<file path="config.mk">
export PLATFORM = sky130hd
export DESIGN_NAME = ppu_reg_responder
export DESIGN_NICKNAME = d
export VERILOG_FILES = /design/src/rtl/ppu_pkg.sv /design/src/rtl/ppu_scroll_addr.sv /design/src/rtl/ppu_reg_responder.sv
export SDC_FILE = /design/constraint.sdc
export NUM_CORES = 1
export LEC_CHECK = 0
export CAP_MARGIN = 20
export CORE_MARGIN = 5
export CORE_UTILIZATION = 44
export DETAILED_ROUTE_END_ITERATION = 7
export GPL_TIMING_DRIVEN = 0
export PLACE_DENSITY_LB_ADDON = 0.1
export REMOVE_ABC_BUFFERS = 1
export SYNTH_ARGS = -nofsm -noshare
export SYNTH_HDL_FRONTEND = slang
export SYNTH_HIERARCHICAL = 1
export SYNTH_SLANG_ARGS = --single-unit
</file>
<file path="constraint.sdc">
create_clock -name clk -period 5.3 [get_ports clk]
set_input_delay 1.06 -clock clk [delete_from_list [all_inputs] [get_ports clk]]
set_output_delay 1.06 -clock clk [all_outputs]
set_load 0.05 [all_outputs]
</file>
<file path="src/rtl/ppu_pkg.sv">
// Shared definitions for the CPU-facing PPU register block: register indices,
// control/status bit positions and address increment steps.
package ppu_pkg;

  localparam int unsigned D_W  = 8;
  localparam int unsigned V_W  = 15;
  localparam int unsigned A_W  = 14;
  localparam int unsigned FX_W = 3;

  typedef enum logic [2:0] {
    REG_CTRL    = 3'd0,
    REG_MASK    = 3'd1,
    REG_STATUS  = 3'd2,
    REG_OAMADDR = 3'd3,
    REG_OAMDATA = 3'd4,
    REG_SCROLL  = 3'd5,
    REG_ADDR    = 3'd6,
    REG_DATA    = 3'd7
  } reg_idx_e;

  localparam int unsigned CTRL_INC32  = 2;
  localparam int unsigned CTRL_NMI_EN = 7;
  localparam int unsigned STAT_OVF    = 5;
  localparam int unsigned STAT_SPR0   = 6;
  localparam int unsigned STAT_VBLANK = 7;

  localparam int unsigned INC_ACROSS = 1;
  localparam int unsigned INC_DOWN   = 32;

  function automatic logic [D_W-1:0] status_byte(input logic vblank,
                                                 input logic spr0,
                                                 input logic ovf);
    logic [D_W-1:0] s;
    s              = '0;
    s[STAT_VBLANK] = vblank;
    s[STAT_SPR0]   = spr0;
    s[STAT_OVF]    = ovf;
    return s;
  endfunction

endpackage

</file>
<file path="src/rtl/ppu_scroll_addr.sv">
// Scroll/address state: current address v, temporary address t, fine X and the
// shared first/second-write toggle used by $2005 and $2006.
module ppu_scroll_addr
  import ppu_pkg::*;
(
  input  logic            clk,
  input  logic            reset,
  input  logic            wr_ctrl,
  input  logic            wr_scroll,
  input  logic            wr_addr,
  input  logic            status_rd,
  input  logic            inc_en,
  input  logic            inc_down,
  input  logic [D_W-1:0]  wdata,
  output logic [V_W-1:0]  vram_v,
  output logic [V_W-1:0]  vram_t,
  output logic [FX_W-1:0] fine_x
);

  logic [V_W-1:0]  v_q, v_d;
  logic [V_W-1:0]  t_q, t_d;
  logic [FX_W-1:0] fx_q, fx_d;
  logic            w_q, w_d;

  always_comb begin
    v_d  = v_q;
    t_d  = t_q;
    fx_d = fx_q;
    w_d  = w_q;

    if (wr_ctrl) t_d[11:10] = wdata[1:0];

    if (wr_scroll) begin
      if (!w_q) begin
        t_d[4:0] = wdata[7:3];
        fx_d     = wdata[2:0];
        w_d      = 1'b1;
      end else begin
        t_d[14:12] = wdata[2:0];
        t_d[9:5]   = wdata[7:3];
        w_d        = 1'b0;
      end
    end

    // Second $2006 write copies the freshly completed t into v
    if (wr_addr) begin
      if (!w_q) begin
        t_d[13:8] = wdata[5:0];
        t_d[14]   = 1'b0;
        w_d       = 1'b1;
      end else begin
        t_d[7:0] = wdata;
        v_d      = t_d;
        w_d      = 1'b0;
      end
    end

    if (inc_en) v_d = v_q + (inc_down ? V_W'(INC_DOWN) : V_W'(INC_ACROSS));

    if (status_rd) w_d = 1'b0;
  end

  always_ff @(posedge clk or posedge reset) begin
    if (reset) begin
      v_q  <= '0;
      t_q  <= '0;
      fx_q <= '0;
      w_q  <= 1'b0;
    end else begin
      v_q  <= v_d;
      t_q  <= t_d;
      fx_q <= fx_d;
      w_q  <= w_d;
    end
  end

  assign vram_v = v_q;
  assign vram_t = t_q;
  assign fine_x = fx_q;

endmodule

</file>
<file path="src/rtl/ppu_reg_responder.sv">
// CPU register-bus responder for $2000-$2007: commit detection, register file,
// status/NMI, OAM and VRAM port strobes and the PPUDATA read buffer.
module ppu_reg_responder
  import ppu_pkg::*;
(
  input  logic            clk,
  input  logic            reset,
  input  logic            ppu_reg_cs,
  input  logic [2:0]      ppu_reg_addr,
  input  logic            reg_we,
  input  logic [D_W-1:0]  reg_data_in,
  output logic [D_W-1:0]  reg_data_out,
  output logic            nmi,
  input  logic            vblank_set,
  input  logic            vblank_clr,
  input  logic            sprite0_hit,
  input  logic            sprite_ovf,
  output logic [D_W-1:0]  ppuctrl,
  output logic [D_W-1:0]  ppumask,
  output logic [V_W-1:0]  vram_v,
  output logic [V_W-1:0]  vram_t,
  output logic [FX_W-1:0] fine_x,
  output logic [A_W-1:0]  vram_addr,
  output logic [D_W-1:0]  vram_wr_data,
  output logic            vram_we,
  output logic            vram_re,
  input  logic [D_W-1:0]  vram_rd_data,
  output logic [D_W-1:0]  oam_addr,
  output logic [D_W-1:0]  oam_wr_data,
  output logic            oam_we,
  input  logic [D_W-1:0]  oam_rd_data
);

  // Registered active-high select; resetting it to 1 means a cs held low
  // across reset release looks like an ongoing access, not a new one.
  logic           cs_sel_q, cs_sel_d;
  logic [D_W-1:0] ppuctrl_q, ppuctrl_d;
  logic [D_W-1:0] ppumask_q, ppumask_d;
  logic           vblank_q, vblank_d;
  logic [D_W-1:0] rdbuf_q, rdbuf_d;
  logic           rd_pending_q, rd_pending_d;
  logic [D_W-1:0] oam_addr_q, oam_addr_d;
  logic [D_W-1:0] oam_wr_data_q, oam_wr_data_d;
  logic           oam_we_q, oam_we_d;
  logic [D_W-1:0] vram_wr_data_q, vram_wr_data_d;
  logic           vram_we_q, vram_we_d;
  logic           vram_re_q, vram_re_d;
  logic [A_W-1:0] vram_addr_q, vram_addr_d;
  logic [D_W-1:0] reg_data_out_q, reg_data_out_d;
  logic           nmi_q, nmi_d;

  logic     commit_c, wr_c, rd_c;
  logic     wr_ctrl_c, wr_scroll_c, wr_addr_c, status_rd_c, inc_c;
  reg_idx_e reg_idx_c;

  always_comb begin
    reg_idx_c   = reg_idx_e'(ppu_reg_addr);
    commit_c    = ~cs_sel_q & ~ppu_reg_cs;
    wr_c        = commit_c & reg_we;
    rd_c        = commit_c & ~reg_we;
    wr_ctrl_c   = wr_c && (reg_idx_c == REG_CTRL);
    wr_scroll_c = wr_c && (reg_idx_c == REG_SCROLL);
    wr_addr_c   = wr_c && (reg_idx_c == REG_ADDR);
    status_rd_c = rd_c && (reg_idx_c == REG_STATUS);
    inc_c       = commit_c && (reg_idx_c == REG_DATA);
  end

  ppu_scroll_addr u_scroll_addr (
    .clk       (clk),
    .reset     (reset),
    .wr_ctrl   (wr_ctrl_c),
    .wr_scroll (wr_scroll_c),
    .wr_addr   (wr_addr_c),
    .status_rd (status_rd_c),
    .inc_en    (inc_c),
    .inc_down  (ppuctrl_q[CTRL_INC32]),
    .wdata     (reg_data_in),
    .vram_v    (vram_v),
    .vram_t    (vram_t),
    .fine_x    (fine_x)
  );

  always_comb begin
    cs_sel_d       = ~ppu_reg_cs;
    ppuctrl_d      = ppuctrl_q;
    ppumask_d      = ppumask_q;
    rdbuf_d        = rdbuf_q;
    rd_pending_d   = vram_re_q;
    oam_addr_d     = oam_addr_q;
    oam_wr_data_d  = oam_wr_data_q;
    oam_we_d       = 1'b0;
    vram_wr_data_d = vram_wr_data_q;
    vram_we_d      = 1'b0;
    vram_re_d      = 1'b0;
    // Lags v by one cycle so the strobe cycle presents the pre-increment address
    vram_addr_d    = vram_v[A_W-1:0];
    reg_data_out_d = reg_data_out_q;

    // VRAM data arrives the cycle after vram_re
    if (rd_pending_q) rdbuf_d = vram_rd_data;
    if (oam_we_q) oam_addr_d = oam_addr_q + 8'd1;

    if (wr_c) begin
      case (reg_idx_c)
        REG_CTRL:    ppuctrl_d = reg_data_in;
        REG_MASK:    ppumask_d = reg_data_in;
        REG_OAMADDR: oam_addr_d = reg_data_in;
        REG_OAMDATA: begin
          oam_we_d      = 1'b1;
          oam_wr_data_d = reg_data_in;
        end
        REG_DATA: begin
          vram_we_d      = 1'b1;
          vram_wr_data_d = reg_data_in;
        end
        default: ;
      endcase
    end

    if (rd_c) begin
      case (reg_idx_c)
        REG_STATUS:  reg_data_out_d = status_byte(vblank_q, sprite0_hit, sprite_ovf);
        REG_OAMDATA: reg_data_out_d = oam_rd_data;
        REG_DATA: begin
          reg_data_out_d = rdbuf_q;
          vram_re_d      = 1'b1;
        end
        default: ;
      endcase
    end

    // Clear beats set; a STATUS read suppresses a coincident set
    vblank_d = vblank_q;
    if (vblank_set) vblank_d = 1'b1;
    if (status_rd_c || vblank_clr) vblank_d = 1'b0;

    nmi_d = ~(vblank_d & ppuctrl_d[CTRL_NMI_EN]);
  end

  always_ff @(posedge clk or posedge reset) begin
    if (reset) begin
      cs_sel_q       <= 1'b1;
      ppuctrl_q      <= '0;
      ppumask_q      <= '0;
      vblank_q       <= 1'b0;
      rdbuf_q        <= '0;
      rd_pending_q   <= 1'b0;
      oam_addr_q     <= '0;
      oam_wr_data_q  <= '0;
      oam_we_q       <= 1'b0;
      vram_wr_data_q <= '0;
      vram_we_q      <= 1'b0;
      vram_re_q      <= 1'b0;
      vram_addr_q    <= '0;
      reg_data_out_q <= '0;
      nmi_q          <= 1'b1;
    end else begin
      cs_sel_q       <= cs_sel_d;
      ppuctrl_q      <= ppuctrl_d;
      ppumask_q      <= ppumask_d;
      vblank_q       <= vblank_d;
      rdbuf_q        <= rdbuf_d;
      rd_pending_q   <= rd_pending_d;
      oam_addr_q     <= oam_addr_d;
      oam_wr_data_q  <= oam_wr_data_d;
      oam_we_q       <= oam_we_d;
      vram_wr_data_q <= vram_wr_data_d;
      vram_we_q      <= vram_we_d;
      vram_re_q      <= vram_re_d;
      vram_addr_q    <= vram_addr_d;
      reg_data_out_q <= reg_data_out_d;
      nmi_q          <= nmi_d;
    end
  end

  assign reg_data_out = reg_data_out_q;
  assign nmi          = nmi_q;
  assign ppuctrl      = ppuctrl_q;
  assign ppumask      = ppumask_q;
  assign vram_addr    = vram_addr_q;
  assign vram_wr_data = vram_wr_data_q;
  assign vram_we      = vram_we_q;
  assign vram_re      = vram_re_q;
  assign oam_addr     = oam_addr_q;
  assign oam_wr_data  = oam_wr_data_q;
  assign oam_we       = oam_we_q;

endmodule

</file>
==> impl_metrics.yaml <==
setup_path:
  arrival_ns: 3.78
  cp_slowest_cell: "nor3_2"
  rr_worst_depth: 6
  start_kind: "input pin"
  worst_r2r_endpoint: "u_scroll_addr/vram_v[6]$_DFFE_PP0P_"
  endpoint_kind: "flip-flop"
  crit_fanout: 17
  max_stage_delay_ns: 0.81
  crit_type: "input pin to flip-flop"
  regToRegStartpoint: "cs_sel_q$_DFF_PP1_"
  path_cells: "clkdlybuf4s50_1, nand3_1, nor3_2, buf_6, inv_1, nand2_1, a21oi_1, a21boi_1"
  required_ns: 5.60
  r2r_slack_ns: 2.82
route:
  wl_um: 12910
  drt_iter0_markers: 146
  drc: 0
  firstDrtPassIters: 4
  wl_per_cell_um: 19.01
  ant_nets: 0
  vias_per_cell: 5.505
  dr_total_vias: 3738
synth:
  yosysMostFrequentCell: "dfrtp_1"
  synth_top_cell_by_area: "dfrtp_1"
  synth_area_sq_mm: 0.004912
  yosysSeqAreaShare_pct: 56.60
  syn_avg_cell_area_sq_um: 12.16
  async_flop_share_pct: 100.0
  ys_types: 57
  synth_top_area_share_pct: 55.53
  ys_top_cells_by_count: "dfrtp_1, nor2_1, mux2_2"
  synth_ff_type: "dfrtp_1"
  synth_edf_count: 0
  syn_inst: 404
  ys_warn_count: 6
  synthTopCellsByArea: "dfrtp_1, mux2_2, mux2_1"
  ys_ff_latch: 111
status:
  status: "finished, final reports clean"
power_and_ir_drop:
  p_leak_nw: 2.831
  power.total_mw: 3.399
  swShare_pct: 44.66
  p_per_area_mw_per_mm2: 512.4
  netSwitchingPower_mw: 1.518
  p_comb_share_pct: 46.1
  p_int_mw: 1.881
  ir_drop_mv: 0.2663
  p_clk_share_pct: 16.8
  power.share.sequential_pct: 37.1
timing:
  maxSlewViolCount: 0
  relSlewSlack_pct: 30.85
  fin_crit_sh_pct: 65.54
  fin_crit_ns: 3.474
  whs_ns: 0.3900
  fin_skew_ns: 0.009418
  fmax_mhz: 287.9
  finalSetupViolCount: 0
  rsz0062_at_grt: "no"
  hold_viol_final: 0
  max_slew.worst_pin.slew_ns: 1.032
cts:
  cts_buffer_depth: 2
  cts_buffers: 9
  clk_pin_slew_worst_paths_ns: 0.11
  cts_hold_repair.buffers: 0
  cts_root_buffer: "clkbuf_8"
  clk_latency_ns: 0.37
  tritoncts: "done"
  cts_resized: 0
  cts_max_level: 3
  cts_setup_buffers: 0
  cts_sinks: 111
finish:
  nNetsFinal: 573
  n_antenna_cell: 0
  area_growth_pct: 35.05
  drive_gt1_share_pct: 13.73
  fin_area_sq_mm: 0.006634
  instances_no_fill: 679
floorplan:
  rows: 38
  die_w_um: 115.7
  fp.dieH_um: 115.7
  core_area_sq_mm: 0.01089
  start_util_pct: 45.12
  dieArea_sq_mm: 0.01338
  ios: 134
min_path:
  hold_path_end: "rd_pending_q$_DFF_PP0_"
  hold_start: "vram_re$_DFF_PP0_"
  hp-class: "flip-flop to flip-flop"
  hold_depth: 0
placement:
  place_hpwl_um: 9111
  gp_congestion: 0.8167
  numPortBuffers: 133
  place_inst: 662
  placed_cell_area_sq_mm: 0.006397
grt:
  grt_pass1_vias: 3835
  grt_remaining_overflow: 0
  grtUsageMet2_pct: 31.52
  grt_use_met1_pct: 27.16
  grt_max_degree: 58
  met3_usage_pct: 4.543
  grt_usage_pct: 19.94
  grt_pass1_wl_um: 20690
  busiest_layer: "met2"
  antenna_found_initial: 0
job:
  drv_cap: 0
## layout by cell type (no fill, tap or decap), types with 5 or more instances in the layout
| master | synthesis | routed |
|---|---|---|
| nor2_1 | 32 | 32 |
| a21oi_1 | 26 | 26 |
| inv_1 | 11 | 10 |
| mux2i_1 | 13 | 13 |
| dfrtp_1 | 109 | 109 |
| a22o_1 | 12 | 12 |
| nand3_1 | 9 | 9 |
| a211oi_1 | 7 | 7 |
| nor3_1 | 6 | 5 |
| nand4_1 | 8 | 8 |
| nor2b_1 | 7 | 7 |
| nand2_1 | 16 | 16 |
| o22ai_1 | 6 | 6 |
| mux2_2 | 29 | 29 |
| clkbuf_8 | 0 | 9 |
| and3_1 | 6 | 6 |
| mux2_1 | 21 | 21 |
| clkdlybuf4s50_1 | 0 | 133 |
## metrics by stage
| step | utilization (%) | setup WS (ns) | setup TNS, ns |
|---|---|---|---|
| floorplan | - | 1.518 | 0 |
| detailed placement | 58.76 | 1.427 | 0 |
| global route | 60.93 | 1.703 | 0 |
| CTS | 60.86 | 1.849 | 0 |
| finish | 60.93 | 1.826 | 0 |
| global placement | 58.01 | -0.3423 | -2.470 |
## worst max-delay path, delay by kind of cell
family	cells	cell delay [ns]
compound gates	2	0.27
buf+inv	3	1.17
simple gates	3	1.27
## power by group through the flow
stage | combinational [mW] | sequential [mW] | clock, mW
after floorplan | 0.303 | 1.96 | 0
after global placement | 1.55 | 1.27 | 0
after detailed placement | 1.57 | 1.28 | 0
after CTS | 1.58 | 1.26 | 0.589
after global routing | 1.64 | 1.30 | 0.627
final | 1.57 | 1.26 | 0.571
## area by class of cell
class                   instances  area [sq um]
clock buffers                   9         123.9
clock inverters                 7         105.1
fillers                       916          4254
inverters                      11         43.79
multi-input cells             263          1993
flip-flops and latches        111          2780
well taps                     140         175.2
repair buffers                138          1413
## state kept, by name (all words and copies together) (netlist names)
signal and count:
oam_we 1, vram_addr 14, u_scroll_addr/vram_v 15, u_scroll_addr/vram_t 15, cs_sel_q 1, u_scroll_addr/fine_x 3
rdbuf_q 8, ppuctrl 8, vblank_q 1, oam_wr_data 8, nmi 1, vram_re 1
rd_pending_q 1, ppumask 8, oam_addr 8, vram_wr_data 8, u_scroll_addr/w_q 1, reg_data_out 8
vram_we 1
## kinds of logic (layout without fill, tap and decap cells)
group	count (synthesis)	count (layout)	share of synthesized area (%)
buffers and inverters	30	165	2.929
multiplexers	64	64	14.42
AND/OR/NAND/NOR	106	106	11.41
flip-flops	111	111	56.60
AO/OA/AOI/OAI	81	81	12.20
adder cells (fa/ha/maj)	4	4	1.019
XOR/XNOR	8	8	1.426
## worst max path at each step
stage,slack [ns],cells after the start,startpoint,endpoint
after global routing,1.70,8,ppu_reg_addr[2],u_scroll_addr/vram_v[10]$_DFFE_PP0P_
after global placement,-0.34,7,ppu_reg_addr[2],u_scroll_addr/vram_v[10]$_DFFE_PP0P_
after floorplan,1.52,5,ppu_reg_addr[0],u_scroll_addr/vram_v[8]$_DFFE_PP0P_
final,1.83,8,ppu_reg_addr[2],u_scroll_addr/vram_v[10]$_DFFE_PP0P_
after detailed placement,1.43,7,ppu_reg_addr[2],u_scroll_addr/vram_v[8]$_DFFE_PP0P_
after CTS,1.85,7,ppu_reg_addr[2],u_scroll_addr/vram_v[8]$_DFFE_PP0P_
## layer usage
| metal | wire length, um | up-vias |
|---|---|---|
| li1 | - | 1728 |
| met1 | 5632 | 1858 |
| met2 | 6057 | 133 |
| met3 | 946 | 19 |
| met4 | 271 | 0 |
| met5 | 0 | - |
Power figures use the tool's default switching activity.
